<file path="config.mk">
export PLATFORM = sky130hd
export DESIGN_NAME = imm_gen_pipe
export DESIGN_NICKNAME = d
export VERILOG_FILES = /design/src/rtl/imm_gen_pipe.sv
export SDC_FILE = /design/constraint.sdc
export NUM_CORES = 1
export LEC_CHECK = 0
export ABC_AREA = 1
export BUFFER_PORTS_ARGS = -buffer_cell sky130_fd_sc_hd__clkbuf_2
export CORE_ASPECT_RATIO = 0.9
export CORE_MARGIN = 1.5
export CORE_UTILIZATION = 54
export CTS_CLUSTER_SIZE = 8
export DETAILED_ROUTE_END_ITERATION = 8
export GPL_ROUTABILITY_DRIVEN = 0
export GPL_TIMING_DRIVEN = 0
export HOLD_SLACK_MARGIN = 0.1
export PLACE_DENSITY = 0.93
export SYNTH_ARGS = -nofsm -noshare
export SYNTH_HDL_FRONTEND = slang
export SYNTH_SLANG_ARGS = --single-unit
</file>
<file path="constraint.sdc">
create_clock -name clk -period 3.4 [get_ports clk]
set_input_delay 0.17 -clock clk [delete_from_list [all_inputs] [get_ports clk]]
set_output_delay 0.17 -clock clk [all_outputs]
set_load 0.03 [all_outputs]
</file>
<file path="src/rtl/imm_gen_pipe.sv">
// Registered RV immediate generator for the ID stage: decodes the opcode,
// builds the sign-extended immediate, format code and illegal flag behind a valid/ready register.
module imm_gen_pipe #(
    parameter int XLEN      = 32,
    parameter int SUPPORT_W = 0,
    parameter int TAG_W     = 8
) (
    input  logic             clk,
    input  logic             rst,
    input  logic             flush,
    input  logic             in_valid,
    output logic             in_ready,
    input  logic [31:0]      in_instr,
    input  logic [TAG_W-1:0] in_tag,
    output logic             out_valid,
    input  logic             out_ready,
    output logic [XLEN-1:0]  out_imm,
    output logic [2:0]       out_fmt,
    output logic             out_illegal,
    output logic [TAG_W-1:0] out_tag
);

    typedef enum logic [2:0] {
        FMT_R = 3'd0,
        FMT_I = 3'd1,
        FMT_S = 3'd2,
        FMT_B = 3'd3,
        FMT_U = 3'd4,
        FMT_J = 3'd5
    } fmt_e;

    typedef enum logic [6:0] {
        OP_LOAD     = 7'b0000011,
        OP_MISC_MEM = 7'b0001111,
        OP_IMM      = 7'b0010011,
        OP_AUIPC    = 7'b0010111,
        OP_IMM_32   = 7'b0011011,
        OP_STORE    = 7'b0100011,
        OP_OP       = 7'b0110011,
        OP_LUI      = 7'b0110111,
        OP_OP_32    = 7'b0111011,
        OP_BRANCH   = 7'b1100011,
        OP_JALR     = 7'b1100111,
        OP_JAL      = 7'b1101111,
        OP_SYSTEM   = 7'b1110011
    } opcode_e;

    fmt_e               dec_fmt;
    logic               dec_illegal;
    logic signed [31:0] imm32;
    logic [XLEN-1:0]    imm_ext;
    logic               accept;
    logic               w_ok;

    assign w_ok     = (SUPPORT_W != 0);
    assign in_ready = ~out_valid | out_ready;
    assign accept   = in_valid & in_ready & ~flush;

    // Any opcode not listed (including instr[1:0] != 2'b11) lands in default.
    always_comb begin
        dec_fmt     = FMT_R;
        dec_illegal = 1'b0;
        case (in_instr[6:0])
            OP_LOAD, OP_IMM, OP_JALR, OP_SYSTEM, OP_MISC_MEM: dec_fmt = FMT_I;
            OP_IMM_32: begin
                if (w_ok) dec_fmt = FMT_I;
                else      dec_illegal = 1'b1;
            end
            OP_STORE:        dec_fmt = FMT_S;
            OP_BRANCH:       dec_fmt = FMT_B;
            OP_LUI, OP_AUIPC: dec_fmt = FMT_U;
            OP_JAL:          dec_fmt = FMT_J;
            OP_OP:           dec_fmt = FMT_R;
            OP_OP_32: begin
                if (!w_ok) dec_illegal = 1'b1;
            end
            default:         dec_illegal = 1'b1;
        endcase
    end

    always_comb begin
        imm32 = '0;
        case (dec_fmt)
            FMT_I: imm32 = {{20{in_instr[31]}}, in_instr[31:20]};
            FMT_S: imm32 = {{20{in_instr[31]}}, in_instr[31:25], in_instr[11:7]};
            FMT_B: imm32 = {{19{in_instr[31]}}, in_instr[31], in_instr[7],
                            in_instr[30:25], in_instr[11:8], 1'b0};
            FMT_U: imm32 = {in_instr[31:12], 12'b0};
            FMT_J: imm32 = {{11{in_instr[31]}}, in_instr[31], in_instr[19:12],
                            in_instr[20], in_instr[30:21], 1'b0};
            default: imm32 = '0;
        endcase
    end

    // Built as a signed 32-bit value, then widened so RV64 gets sign extension.
    assign imm_ext = XLEN'(imm32);

    always_ff @(posedge clk) begin
        if (rst) begin
            out_valid   <= 1'b0;
            out_imm     <= '0;
            out_fmt     <= '0;
            out_illegal <= 1'b0;
            out_tag     <= '0;
        end else begin
            out_valid <= accept | (out_valid & ~out_ready & ~flush);
            if (accept) begin
                out_imm     <= imm_ext;
                out_fmt     <= dec_fmt;
                out_illegal <= dec_illegal;
                out_tag     <= in_tag;
            end
        end
    end

endmodule

</file>
Word-level counts from Yosys, hierarchy flattened
Cells that the tools add are included.

storage, ports and cells
  flip-flop bits (word level) = 45
  input bits = 45
  output and inout port bits = 46
  word-level logic and storage cells = 36

cells by class
  eq/ne operators = 16
  multiplexer cells = 3
  bitwise logic cells = 9
  reduce and logical (&&, ||, !) cells = 3

operator list
  kind                number
  $pmux 32 s5         1
  $eq 7x7->1 const B  4
  $eq 7x6->1 const B  3
  $pmux 3 s5          1
  $eq 7x5->1 const B  2
  $reduce_or 11->1    1
  $eq 7x2->1 const B  1
  $eq 7x4->1 const B  1
  $eq 3x2->1 const B  2
  $eq 3x3->1 const B  2
  $reduce_or 5->1     1
  $and 1x1->1         4
  $eq 3x1->1 const B  1
  $not 1->1           3
  $or 1x1->1          2
  $reduce_or 2->1     1
  $mux 1              1

Depth between registers and ports, before layout
Gate-level depths: netlist (run 1).

  depth after elaboration = 5
  mapped depth = 10

Least setup slack after synthesis (run 1)
No wires, ideal clock.

  path type = flip-flop to flip-flop
  start point = register out_valid
  end point = register out_illegal
  setup time = 0.070 ns
  arrival time = 1.370 ns
  setup slack = 1.959 ns
  cell stages (with the launch flop) = 8
  buffers on the path = 1
  clock period less this slack = 1.441 ns
  cells stage by stage = dfxtp_1 inv_1 nor2_1 nor3_4 inv_2 clkbuf_1 nand2_1 a21oi_1

between the ends
  word-level cells in the longest chain between the ends = 4

ends and longest elaborated chain
  item                      line  source
  start, declared           15    output logic out_valid,
  start signal, assigned    106   out_valid <= accept | (out_valid & ~out_ready & ~flush);
  $not 1->1                 56    assign in_ready = ~out_valid | out_ready;
  $or 1x1->1                56
  $and 1x1->1 (2 in a row)  57    assign accept = in_valid & in_ready & ~flush;
  end signal, assigned      110   out_illegal <= dec_illegal;
  end, declared             19    output logic out_illegal,

Every way passes these cells.
A chain may end at the register's enable or synchronous reset.

Final worst setup path (run 1)
  start point = input port flush
  end point = register out_imm[26]

between the ends
  word-level cells in the longest chain between the ends = 2

ends and longest elaborated chain
  item                  line  source
  start, declared       10    input logic flush,
  $not 1->1             57
  $and 1x1->1           57
  end signal, assigned  108   out_imm <= imm_ext;
  end, declared         17    output logic [XLEN-1:0] out_imm,

Every way passes these cells.

==> results of run 1 <==
how the worst max path moves through the flow:
stage	from	to	slack, ns	cells after the start
6_report	flush	out_imm[26]	1.74	7
4_1_cts	flush	out_imm[26]	1.73	7
5_1_grt	flush	out_imm[26]	1.59	6
3_3_place_gp	out_valid	out_imm[11]	1.96	7
2_1_floorplan	out_valid	out_illegal	1.96	7
3_5_place_dp	out_valid	out_imm[2]	1.91	7
critical path, delay by kind of cell:
kind | cells | cell delay, ns
and+or+nand+nor | 2 | 0.52
AOI/OAI and AO/OA | 1 | 0.08
buffers and inverters | 4 | 1.06
Yosys cell counts:
cell                       count  area, um^2
sky130_fd_sc_hd__a211oi_1      1        7.51
sky130_fd_sc_hd__a21oi_1      41         205
sky130_fd_sc_hd__buf_2        13        65.1
sky130_fd_sc_hd__buf_4         3        22.5
sky130_fd_sc_hd__buf_6         2        22.5
sky130_fd_sc_hd__clkbuf_1     10        37.5
sky130_fd_sc_hd__dfxtp_1      45         901
sky130_fd_sc_hd__inv_1        24        90.1
sky130_fd_sc_hd__inv_2         3        11.3
sky130_fd_sc_hd__nand2_1     169         634
sky130_fd_sc_hd__nand2_2       3        18.8
sky130_fd_sc_hd__nand3_1      54         270
sky130_fd_sc_hd__nand3_2       1        10.0
sky130_fd_sc_hd__nand4_1       2        12.5
sky130_fd_sc_hd__nor2_1       44         165
sky130_fd_sc_hd__nor2_2        2        12.5
sky130_fd_sc_hd__nor2_4        2        22.5
sky130_fd_sc_hd__nor3_1        1        5.00
sky130_fd_sc_hd__nor3_4        1        16.3
sky130_fd_sc_hd__o21ai_0       2        10.0
timing repair:
action,4_1_cts,5_1_grt
hold buffers,9,0
gates resized for setup,0,0
hold endpoints to repair,9,0
area by class of cell:
class,count,share of cell area [%]
multi-input cells,323,42.8
inverters,27,3.12
plain buffers,28,4.55
repair buffers,98,16.5
clock inverters,3,0.694
clock buffers,5,2.12
well taps,62,2.39
flip-flops and latches,45,27.8
flip-flops by register name, summed over array words and instances, names as in the netlist:
| name | cells |
|---|---|
| out_fmt | 3 |
| out_illegal | 1 |
| out_imm | 32 |
| out_tag | 8 |
| out_valid | 1 |
cells in the final DEF, fill, tap and decap left out:
master	n
sky130_fd_sc_hd__nand4_1	2
sky130_fd_sc_hd__clkinv_4	2
sky130_fd_sc_hd__buf_6	2
sky130_fd_sc_hd__o21ai_0	2
sky130_fd_sc_hd__inv_1	24
sky130_fd_sc_hd__nor2_2	2
sky130_fd_sc_hd__clkbuf_8	5
sky130_fd_sc_hd__nand3_2	1
sky130_fd_sc_hd__inv_2	3
sky130_fd_sc_hd__dfxtp_1	45
sky130_fd_sc_hd__buf_2	13
sky130_fd_sc_hd__nor2_4	2
sky130_fd_sc_hd__dlygate4sd3_1	9
sky130_fd_sc_hd__nand2_1	169
sky130_fd_sc_hd__a211oi_1	1
sky130_fd_sc_hd__clkbuf_2	89
sky130_fd_sc_hd__nor3_4	1
sky130_fd_sc_hd__buf_4	3
sky130_fd_sc_hd__a21oi_1	41
sky130_fd_sc_hd__nand2_2	3
sky130_fd_sc_hd__clkinv_2	1
sky130_fd_sc_hd__nor3_1	1
sky130_fd_sc_hd__nor2_1	44
sky130_fd_sc_hd__clkbuf_1	10
sky130_fd_sc_hd__nand3_1	54
metal layers:
layer | share of wire, % | wire, um | track usage, %
met1 | 43 | 2920 | 32.8
met2 | 47 | 3190 | 45.5
met3 | 7.2 | 483 | 4.27
met4 | 1.9 | 127 | 10.7
met5 | 0 | 0 | 0
through the flow:
step                      area [um^2]  setup WS (ns)
final                            3240           1.74
after global placement           3060           1.96
after floorplan                  2540           1.96
after global routing             3240           1.59
after detailed placement         3060           1.91
after CTS                        3240           1.73
where the power goes:
part           internal, W  switching, W  leakage [nW]
sequential        0.000538    0.00000546         0.364
clock             0.000146      0.000191        0.0481
combinational    0.0000577      0.000113          1.35
total             0.000741      0.000309          1.76
logic make-up after synthesis:
| group | Yosys count | share of synthesized area, % |
|---|---|---|
| DFF | 45 | 35.5 |
| and+or+nand+nor | 279 | 46.0 |
| AOI/OAI and AO/OA | 44 | 8.77 |
| buffers and inverters | 55 | 9.80 |
==> out/results.md, run 1 <==
| Metric | Reported | Unit |
| --- | --- | --- |
| Largest net degree at the start of global routing | 16 | - |
| CTS root buf | sky130_fd_sc_hd__clkbuf_8 | - |
| Sum of net half-perimeters after detailed placement | 5.05 | mm |
| Multi-input gate area | 1390 | um^2 |
| Final-stage net count | 573 | - |
| Final antenna diode count | 0 | - |
| Routed vias | 2981 | - |
| Fin Clk Skew | 0.0102 | ns |
| Area of the die | 5120 | um^2 |
| Fraction of final layout cells sized beyond drive strength 1 | 24.0 | % |
| Worst setup slack for register-to-register paths | 1.83 | ns |
| Count of placed standard cells including taps | 574 | - |
| Wire length of the first global-routing pass | 10.3 | mm |
| Fmax | 0.601 | GHz |
| Crit. End Element | flip-flop | - |
| Num ports | 91 | - |
| Post-layout minimum cycle time | 1.66 | ns |
| Terminus of the critical flop-to-flop path | out_imm[26] | - |
| Row count | 23 | - |
| CTS tree | yes | - |
| Number of setup violations in the final report | 0 | - |
| Nets in the synthesized netlist | 468 | - |
| Total area of sequential cells | 901 | um^2 |
| Sum of negative setup slack | 0 | ns |
| Hold depth | 3 | - |
| Wire length reported by the detailed router | 6.73 | mm |
| Number of violations reported at the end of detailed-routing iteration 0 | 249 | - |
| Slew @ Worst Pin | 0.528 | ns |
| Worst-path cell with the longest stage delay | sky130_fd_sc_hd__dlygate4sd3_1 | - |
| Post-DR wirelength/cell | 11.4 | um |
| CP Max Fanout | 10 | - |
| Critical path cell sequence | dlygate4sd3_1 > clkbuf_2 > nor3_4 > inv_2 > clkbuf_1 > nand2_1 > a21oi_1 | - |
| Worst min-delay path startpoint | in_valid | - |
| Endpoint with the worst hold slack | out_valid | - |
| Portion of the clock cycle consumed by the worst path in the final layout | 48.9 | % |
| Total power draw | 0.00105 | W |
| Count of filler cells inserted in the layout | 387 | - |
| DIE HEIGHT | 68.1 | um |
| Number of global-route vias before repair | 2487 | - |
| Proportion of synthesized chip area in sequential cells | 35.5 | % |
| Post-synthesis instance area | 2540 | um^2 |
| Number of instances in the synthesized netlist | 423 | - |
| Post-Route Utilization | 72.3 | % |
| Synth warn | 0 | - |
| Total count of hold-check failures in the final report | 0 | - |
| H-tree level count | 2 | - |
| WHS | 0.170 | ns |
| Num CTS Buffers | 5 | - |
| Startpoint class of the critical path | input port | - |
| Clock-pin slew of the registers on the worst-case setup and hold paths | 0.09 | ns |
| Static leakage | 1.76 | nW |
| Detailed Routing Iterations Pass 1 | 5 | - |
| Via-to-Cell Ratio | 5.04 | - |
| Final Max Slew Viols | 0 | - |
| Power density over the cells | 324 | nW/um^2 |
| Number of distinct standard cells referenced by the synthesized netlist | 20 | - |
| Number of antenna violations at the first check in global routing | 0 | - |
| Synthesis-to-finish area growth | 27.7 | % |
| Worst-case reg-to-reg path depth | 7 | - |
| Longest individual stage delay on the worst path | 0.54 | ns |
| Worst EP arrival | 1.83 | ns |
| Horiz. Die Dim | 75.3 | um |
| Average cell area after synthesis | 6.00 | um^2 |
| Total overflow reported by the global router | 0 | - |
| Initial Util | 56.6 | % |
| Overall Global Routing Usage | 26.4 | % |
| Maximum ir drop on the vdd rail | 0.000288 | V |
| Post-route ant nets | 0 | - |
| Final cell count without fillers | 591 | - |
| Number of buffers added on ports | 89 | - |
| Required @ worst endpoint | 3.57 | ns |
| Outcome | finished clean | - |
| Max-slew headroom at the worst pin | 64.7 | % |
| Class of the tightest hold or removal check | input port to flip-flop | - |
| Startpoint of the worst register-to-register path | out_valid | - |
| Number of max-cap violations | 0 | - |
| Synthesized flop and latch total | 45 | - |
| Number of clock sinks | 45 | - |
| Type of the worst setup path | input port to flip-flop | - |
| Floorplan core area | 4490 | um^2 |
| RSZ-0062 raised after global routing | false | - |
| Count of buffers added by post-CTS timing repair for setup | 0 | - |
| Max Buffers Root-to-Sink | 2 | - |
| Clock latency of the later-clocked register in the worst-skew pair | 0.31 | ns |
| DRC | 0 | - |
(Power assumes the default switching activity.)
==> inputs of run 2 (changes only) <==
CORE_UTILIZATION = 45   (was 54)
PLACE_DENSITY = 0.83   (was 0.93)
clock period = 1.4 ns   (was 3.4 ns; I/O delays follow)
==> run 2 against run 1 <==
Against the previous run:
- total power grew 150%
- hold slack lost 0.094 ns
- die area grew 19%
- worst setup slack lost 1.7 ns
- final area grew 3.5%
- utilization shrank 9.5 points
- largest power group unchanged
- highest routed layer unchanged
==> out/results.md, run 2 (same netlist as run 1, synthesis figures left out) <==
| Metric | Reported | Unit | vs previous |
| --- | --- | --- | --- |
| Outcome | finished clean | - | unchanged |
| Initial Util | 47.5 | % | was 56.6% |
| Clock-pin slew of the registers on the worst-case setup and hold paths | 0.10 | ns | was 0.09 ns |
| Longest individual stage delay on the worst path | 0.33 | ns | was 0.54 ns |
| Met3 global-route usage | 5.64 | % | was 4.27% |
| Floorplan core area | 5350 | um^2 | was 4490 um^2 |
| DRC | 0 | - | unchanged |
| Count of filler cells inserted in the layout | 514 | - | was 387 |
| Clock latency of the later-clocked register in the worst-skew pair | 0.30 | ns | was 0.31 ns |
| Number of max-cap violations | 0 | - | unchanged |
| Global-route track usage on met2 | 40.6 | % | was 45.5% |
| Final cell count without fillers | 603 | - | was 591 |
| Worst-case reg-to-reg path depth | 7 | - | unchanged |
| DIE HEIGHT | 74.3 | um | was 68.1 um |
| Type of the worst setup path | flip-flop to flip-flop | - | was input port to flip-flop |
| Detailed Routing Iterations Pass 1 | 5 | - | unchanged |
| Most used routing layer | met2 | - | unchanged |
| Largest net degree at the start of global routing | 17 | - | was 16 |
| Worst path depth | 7 | - | unchanged |
| Critical path cell sequence | inv_1 > nor2_2 > nor3_4 > buf_6 > clkbuf_4 > nand2_1 > a21oi_1 | - | was dlygate4sd3_1 > clkbuf_2 > nor3_4 > inv_2 > clkbuf_1 > nand2_1 > a21oi_1 |
| Number of global-route vias before repair | 2617 | - | was 2487 |
| Global-route track usage on met1 | 29.8 | % | was 32.8% |
| Num CTS Buffers | 5 | - | unchanged |
| CTS tree | yes | - | unchanged |
| Max FFs per register | 32 | - | unchanged |
| Num ports | 91 | - | unchanged |
| Largest Register | out_imm | - | unchanged |
| Slew @ Worst Pin | 0.520 | ns | was 0.528 ns |
| Area of the die | 6100 | um^2 | was 5120 um^2 |
| Max Buffers Root-to-Sink | 2 | - | unchanged |
| Total power draw | 0.00262 | W | was 0.00105 W |
| Post-DR wirelength/cell | 12.2 | um | was 11.4 um |
| Post-route ant nets | 0 | - | unchanged |
| Required @ worst endpoint | 1.62 | ns | was 3.57 ns |
| Max-slew headroom at the worst pin | 65.2 | % | was 64.7% |
| Final-stage net count | 580 | - | was 573 |
| Wire length of the first global-routing pass | 11.2 | mm | was 10.3 mm |
| Family with the most delay on the worst path | buffers and inverters | - | unchanged |
| Commonest non-fill, non-tap cell in the layout | sky130_fd_sc_hd__nand2_1 | - | unchanged |
| Worst Path Buf+Inv | 3 | - | was 4 |
| Via-to-Cell Ratio | 5.10 | - | was 5.04 |
| Class of the tightest hold or removal check | input port to flip-flop | - | unchanged |
| Number of buffers added on ports | 89 | - | unchanged |
| Routed vias | 3074 | - | was 2981 |
| Wire length reported by the detailed router | 7.38 | mm | was 6.73 mm |
| Top flop regs | out_imm (32), out_tag (8), out_fmt (3) | - | unchanged |
| Commonest cells after routing, fill and taps aside | sky130_fd_sc_hd__nand2_1 (169), sky130_fd_sc_hd__clkbuf_2 (90), sky130_fd_sc_hd__nand3_1 (54), sky130_fd_sc_hd__dfxtp_1 (44), sky130_fd_sc_hd__nor2_1 (43) | - | was sky130_fd_sc_hd__nand2_1 (169), sky130_fd_sc_hd__clkbuf_2 (89), sky130_fd_sc_hd__nand3_1 (54), sky130_fd_sc_hd__dfxtp_1 (45), sky130_fd_sc_hd__nor2_1 (44) |
| CP Max Fanout | 10 | - | unchanged |
| Worst EP arrival | 1.60 | ns | was 1.83 ns |
| Fmax | 0.724 | GHz |  |
| Synthesis-to-finish area growth | 32.2 | % | was 27.7% |
| Power density over the cells | 779 | nW/um^2 | was 324 nW/um^2 |
| H-tree level count | 2 | - | unchanged |
| Total count of hold-check failures in the final report | 0 | - | unchanged |
| Overall Global Routing Usage | 23.7 | % | was 26.4% |
| Total overflow reported by the global router | 0 | - | unchanged |
| Horiz. Die Dim | 82.2 | um | was 75.3 um |
| CTS root buf | sky130_fd_sc_hd__clkbuf_8 | - | unchanged |
| Number of clock sinks | 45 | - | unchanged |
| Worst-path cell with the longest stage delay | sky130_fd_sc_hd__dfxtp_2 | - | was sky130_fd_sc_hd__dlygate4sd3_1 |
| Post-layout minimum cycle time | 1.38 | ns |  |
| Portion of the clock cycle consumed by the worst path in the final layout | 98.7 | % |  |
| Fraction of final layout cells sized beyond drive strength 1 | 26.3 | % | was 24.0% |
| Number of antenna violations at the first check in global routing | 0 | - | unchanged |
| Fin Clk Skew | 0.0125 | ns | was 0.0102 ns |
| Count of placed standard cells including taps | 579 | - | was 574 |
| Sum of net half-perimeters after detailed placement | 5.35 | mm | was 5.05 mm |
| Number of violations reported at the end of detailed-routing iteration 0 | 177 | - | was 249 |
| Static leakage | 1.81 | nW | was 1.76 nW |
| Startpoint class of the critical path | flip-flop | - | was input port |
| Final antenna diode count | 0 | - | unchanged |
| Hold depth | 4 | - | was 3 |
| Crit. End Element | flip-flop | - | unchanged |
| Maximum ir drop on the vdd rail | 0.000603 | V | was 0.000288 V |
| WHS | 0.0761 | ns | was 0.170 ns |
| Final Max Slew Viols | 0 | - | unchanged |
| Row count | 25 | - | was 23 |
| Number of setup violations in the final report | 0 | - | unchanged |
## run 2: worst paths after layout
| path | slack, ns | to | start |
|---|---|---|---|
| setup / recovery | 0.02 | out_tag[4] | out_valid |
| hold / removal | 0.08 | out_valid | out_ready |
| setup reg to reg | 0.02 | out_tag[4] | out_valid |
| hold reg to reg | 0.46 | out_imm[31] | out_imm[31] |
## run 2: through the flow
step	cell area [um^2]	TNS [ns]	worst slack [ns]	utilization [%]
2_1_floorplan	2540	0	0.0594	-
3_3_place_gp	3070	-1.21	-0.0536	57.4
3_5_place_dp	3070	-3.09	-0.138	57.4
4_1_cts	3300	0	0.0113	61.7
5_1_grt	3360	-0.0642	-0.0475	62.8
6_report	3360	0	0.0182	62.8
## run 2: per-layer routing
| metal | routed length, um | vias to the layer above |
|---|---|---|
| met5 | 0 | - |
| li1 | - | 1555 |
| met3 | 553 | 19 |
| met2 | 3480 | 147 |
| met1 | 3200 | 1353 |
| met4 | 140 | 0 |
## run 2: power by group
part	internal (W)	total (W)	switching (W)
Combinational	0.000167	0.000457	0.000290
Sequential	0.00131	0.00132	0.0000138
Clock	0.000361	0.000840	0.000479
## run 2: timing repair
action,CTS,global route
gates cloned,0,1
resized for setup,5,21
pin swaps,0,1
setup endpoints to repair,40,35
buffers inserted,4,3
hold buffers,10,0
hold endpoints to repair,9,0
## run 2: worst register-to-register path, stage by stage (launching register included)
cell and delay (ns):
sky130_fd_sc_hd__dfxtp_2 0.33, sky130_fd_sc_hd__inv_1 0.06, sky130_fd_sc_hd__nor2_2 0.05, sky130_fd_sc_hd__nor3_4 0.17, sky130_fd_sc_hd__buf_6 0.16, sky130_fd_sc_hd__clkbuf_4 0.21
sky130_fd_sc_hd__nand2_1 0.09, sky130_fd_sc_hd__a21oi_1 0.23
## run 2: area by class of cell
cell class / count / area [um^2] / share of cell area (%)
multi-input combinational: 323 / 1400 / 41.6
sequential: 45 / 902 / 26.9
timing repair buffer: 107 / 611 / 18.2
buffer: 26 / 168 / 4.99
inverter: 27 / 104 / 3.09
tap: 67 / 83.8 / 2.50
clock buffer: 5 / 68.8 / 2.05
clock inverter: 3 / 25.0 / 0.745
==> inputs of run 3 (changes only) <==
ABC_AREA = unset   (was 1)
CORE_UTILIZATION = 44   (was 45)
==> run 3 against run 2 <==
Against the previous run:
- global-route usage shrank 0.70 points
- clock-buffer cell count up 2
- critical path type unchanged
- worst setup slack is essentially flat
- utilization rose by 2.0 points
- synthesized cell count decreased by 41%
- highest routed layer unchanged
==> out/results.md, run 3 <==
| Metric | Reported | Unit | vs previous |
| --- | --- | --- | --- |
| CTS tree | yes | - | unchanged |
| Wire length of the first global-routing pass | 10.6 | mm | was 11.2 mm |
| Detailed Routing Iterations Pass 1 | 4 | - | was 5 |
| Number of setup violations in the final report | 0 | - | unchanged |
| Initial Util | 45.6 | % | was 47.5% |
| Crit. End Element | flip-flop | - | unchanged |
| Largest Register | out_imm | - | unchanged |
| Max Buffers Root-to-Sink | 2 | - | unchanged |
| Largest net degree at the start of global routing | 14 | - | was 17 |
| Fmax | 0.724 | GHz | about the same |
| Sum of net half-perimeters after detailed placement | 4.69 | mm | was 5.35 mm |
| Overall Global Routing Usage | 23.0 | % | was 23.7% |
| Required @ worst endpoint | 1.61 | ns | was 1.62 ns |
| Area of the die | 5870 | um^2 | was 6100 um^2 |
| Share of synthesized flip-flops with an asynchronous set or reset | 0 | % | unchanged |
| Wire length reported by the detailed router | 7.01 | mm | was 7.38 mm |
| RSZ-0062 raised after global routing | true | - |  |
| Flop pwr share | 47.0 | % | was 50.4% |
| Outcome | finished clean | - | unchanged |
| Horiz. Die Dim | 80.6 | um | was 82.2 um |
| Met3 global-route usage | 4.75 | % | was 5.64% |
| Synthesized flop and latch total | 45 | - | unchanged |
| Hold depth | 3 | - | was 4 |
| Number of clock sinks | 45 | - | unchanged |
| Row count | 25 | - | unchanged |
| Total overflow reported by the global router | 0 | - | unchanged |
| Clock-pin slew of the registers on the worst-case setup and hold paths | 0.09 | ns | was 0.10 ns |
| Number of violations reported at the end of detailed-routing iteration 0 | 103 | - | was 177 |
| Synthesized-area fraction occupied by ao, oa, aoi and oai cells | 36.3 | % | was 8.77% |
| Post-synthesis instance area | 2380 | um^2 | was 2540 um^2 |
| Slew @ Worst Pin | 0.711 | ns | was 0.520 ns |
| Net switching component of the power | 0.000695 | W | was 0.000783 W |
| Area share of the largest cell type after synthesis | 37.8 | % | was 35.5% |
| Sum of negative setup slack | 0 | ns | unchanged |
| Synth warn | 0 | - | unchanged |
| Post-layout minimum cycle time | 1.38 | ns | about the same |
| Critical path cell sequence | nand2b_4 > buf_6 > nand4b_1 > o21bai_4 > buf_8 > a22oi_2 | - | was inv_1 > nor2_2 > nor3_4 > buf_6 > clkbuf_4 > nand2_1 > a21oi_1 |
| Pre-CTS setup slack | -0.222 | ns | was -0.138 ns |
| DIE HEIGHT | 72.8 | um | was 74.3 um |
| Max-slew headroom at the worst pin | 52.4 | % | was 65.2% |
| Commonest cells after routing, fill and taps aside | sky130_fd_sc_hd__clkbuf_2 (90), sky130_fd_sc_hd__nand2_1 (47), sky130_fd_sc_hd__dfxtp_1 (44), sky130_fd_sc_hd__a22oi_2 (29), sky130_fd_sc_hd__dlygate4sd3_1 (23) | - | was sky130_fd_sc_hd__nand2_1 (169), sky130_fd_sc_hd__clkbuf_2 (90), sky130_fd_sc_hd__nand3_1 (54), sky130_fd_sc_hd__dfxtp_1 (44), sky130_fd_sc_hd__nor2_1 (43) |
| Global-route track usage on met2 | 42.0 | % | was 40.6% |
| Clock share of power | 36.6 | % | was 32.1% |
| Commonest non-fill, non-tap cell in the layout | sky130_fd_sc_hd__clkbuf_2 | - | was sky130_fd_sc_hd__nand2_1 |
| Portion of the clock cycle consumed by the worst path in the final layout | 98.7 | % | about the same |
| Final Max Slew Viols | 0 | - | unchanged |
| Worst EP arrival | 1.59 | ns | was 1.60 ns |
| Logic gate share of total power | 16.4 | % | was 17.5% |
| Power density over the cells | 819 | nW/um^2 | was 779 nW/um^2 |
| Number of synthesized flops with an enable pin | 0 | - | unchanged |
| Worst setup slack for register-to-register paths | 0.02 | ns | about the same |
| Worst min-delay path startpoint | in_instr[20] | - | was out_ready |
| Largest area contributor in the synthesized netlist | sky130_fd_sc_hd__dfxtp_1 | - | unchanged |
| Total power draw | 0.00277 | W | was 0.00262 W |
| Max FFs per register | 32 | - | unchanged |
| CP Max Fanout | 10 | - | unchanged |
| Terminus of the critical flop-to-flop path | out_imm[12] | - | was out_tag[4] |
| Number of antenna violations at the first check in global routing | 0 | - | unchanged |
| Number of buffers added on ports | 89 | - | unchanged |
| Num CTS Buffers | 5 | - | unchanged |
| Routed vias | 2422 | - | was 3074 |
| Startpoint of the worst register-to-register path | out_valid | - | unchanged |
| Synthesized-area fraction occupied by adder cells | 0 | % | unchanged |
| Nets in the synthesized netlist | 295 | - | was 468 |
| Share of the synthesized netlist area taken by xor and xnor gates | 0.735 | % | was 0% |
| Average cell area after synthesis | 9.53 | um^2 | was 6.00 um^2 |
| Worst-case reg-to-reg path depth | 6 | - | was 7 |
| Endpoint with the worst hold slack | out_imm[20] | - | was out_valid |
| Most common cell in the netlist | sky130_fd_sc_hd__nand2_1 | - | unchanged |
| Type of the worst setup path | flip-flop to flip-flop | - | unchanged |
| H-tree level count | 2 | - | unchanged |
| Num ports | 91 | - | unchanged |
| Static leakage | 1.37 | nW | was 1.81 nW |
| Startpoint class of the critical path | flip-flop | - | unchanged |
| Post-DR wirelength/cell | 15.9 | um | was 12.2 um |
| Via-to-Cell Ratio | 5.48 | - | was 5.10 |
| Most used routing layer | met2 | - | unchanged |
| Simple-gate portion of the synthesized area | 18.6 | % | was 46.0% |
| Cell types with the largest area share after synthesis | sky130_fd_sc_hd__dfxtp_1 (38%), sky130_fd_sc_hd__a22oi_2 (15%), sky130_fd_sc_hd__nand2_1 (7.4%) | - | was sky130_fd_sc_hd__dfxtp_1 (35%), sky130_fd_sc_hd__nand2_1 (25%), sky130_fd_sc_hd__nand3_1 (11%) |
| Synth Flop Type | sky130_fd_sc_hd__dfxtp_1 | - | unchanged |
| Global-route track usage on met1 | 27.7 | % | was 29.8% |
| Final antenna diode count | 0 | - | unchanged |
| Total count of hold-check failures in the final report | 0 | - | unchanged |
| Fin Clk Skew | 0.00840 | ns | was 0.0125 ns |
| Family with the most delay on the worst path | compound AO/OA/AOI/OAI gates | - | was buffers and inverters |
| Proportion of synthesized chip area in sequential cells | 37.8 | % | was 35.5% |
| Number of instances in the synthesized netlist | 250 | - | was 423 |
| DRC | 0 | - | unchanged |
| Worst Path Buf+Inv | 2 | - | was 3 |
| Top flop regs | out_imm (32), out_tag (8), out_fmt (3) | - | unchanged |
| CTS root buf | sky130_fd_sc_hd__clkbuf_8 | - | unchanged |
| Floorplan core area | 5220 | um^2 | was 5350 um^2 |
| Clock latency of the later-clocked register in the worst-skew pair | 0.29 | ns | was 0.30 ns |
| WHS | 0.110 | ns | was 0.0761 ns |
| Maximum ir drop on the vdd rail | 0.000620 | V | was 0.000603 V |
| Fraction of final layout cells sized beyond drive strength 1 | 43.7 | % | was 26.3% |
| Synthesis-to-finish area growth | 42.0 | % | was 32.2% |
| Mux cell area share after synthesis | 0.472 | % | was 0% |
| Count of filler cells inserted in the layout | 427 | - | was 514 |
| Final-stage net count | 419 | - | was 580 |
| Worst-path cell with the longest stage delay | sky130_fd_sc_hd__dfxtp_4 | - | was sky130_fd_sc_hd__dfxtp_2 |
| Post-synth top cells | sky130_fd_sc_hd__nand2_1 (47), sky130_fd_sc_hd__dfxtp_1 (45), sky130_fd_sc_hd__a22oi_2 (28) | - | was sky130_fd_sc_hd__nand2_1 (169), sky130_fd_sc_hd__nand3_1 (54), sky130_fd_sc_hd__dfxtp_1 (45) |
| Longest individual stage delay on the worst path | 0.37 | ns | was 0.33 ns |
| Number of max-cap violations | 0 | - | unchanged |
| Post-route ant nets | 0 | - | unchanged |
| Class of the tightest hold or removal check | input port to flip-flop | - | unchanged |
| Number of global-route vias before repair | 2266 | - | was 2617 |
| Number of distinct standard cells referenced by the synthesized netlist | 54 | - | was 20 |
| Net switching fraction of the power | 25.1 | % | was 29.9% |
| Least setup slack across all paths after layout | 0.0186 | ns | was 0.0182 ns |
| Dominant combinational cell family by area after synthesis | compound AO/OA/AOI/OAI gates | - | was simple AND/OR/NAND/NOR gates |
| Internal power | 0.00208 | W | was 0.00183 W |
run 3: worst min-delay path, delay by kind of cell:
| family | cells | cell delay [ns] |
|---|---|---|
| AOI/OAI and AO/OA | 2 | 0.20 |
| buffers and inverters | 1 | 0.09 |
run 3: worst max-delay path by stage:
stage	start	endpoint	slack, ns	cells past startpoint
floorplan	out_valid	out_imm[21]	0.003	7
global placement	in_instr[4]	out_imm[11]	-0.14	6
detailed placement	in_instr[4]	out_imm[11]	-0.22	6
CTS	out_valid	out_imm[12]	0.008	6
global route	out_valid	out_imm[20]	-0.03	6
finish	out_valid	out_imm[12]	0.02	6
run 3: layer usage:
layer	up-vias	share of wire, %
li1	1178	-
met1	1152	42
met2	86	51
met3	6	6.3
met4	0	0.67
met5	-	0
run 3: cell type report:
| cell class | count | area (um^2) | share of cell area (%) |
|---|---|---|---|
| inverter | 3 | 11.3 | 0.333 |
| multi-input combinational | 182 | 1360 | 40.1 |
| sequential | 45 | 905 | 26.7 |
| clock buffer | 7 | 86.3 | 2.55 |
| tap | 67 | 83.8 | 2.48 |
| clock inverter | 1 | 30.0 | 0.887 |
| timing repair buffer | 118 | 751 | 22.2 |
| buffer | 19 | 163 | 4.80 |
run 3: logic make-up after synthesis:
group	after synthesis
buffers and inverters	23
XOR/XNOR	2
AND/OR/NAND/NOR	86
AO/OA/AOI/OAI	93
flip-flops	45
multiplexers	1
run 3: through the flow:
stage	utilization, %	area [um^2]	instances
6_report	64.8	3390	442
5_1_grt	64.8	3390	442
4_1_cts	63.4	3310	440
3_5_place_dp	55.9	2920	406
3_3_place_gp	55.9	2920	406
2_1_floorplan	-	2390	250
run 3: power groups by stage:
stage	registers, W	logic (W)	clock network (W)
6_report	0.00130	0.000456	0.00101
5_1_grt	0.00131	0.000490	0.00108
4_1_cts	0.00130	0.000443	0.00103
3_5_place_dp	0.00133	0.000377	0
3_3_place_gp	0.00133	0.000368	0
2_1_floorplan	0.00137	0.000200	0
run 3: timing repair:
action	in CTS	in global routing
endpoints found under the setup margin	33	40
gates resized for setup	3	10
hold buffers	23	0
cloned	0	1
endpoints found under the hold margin	26	0
setup buffers	4	1
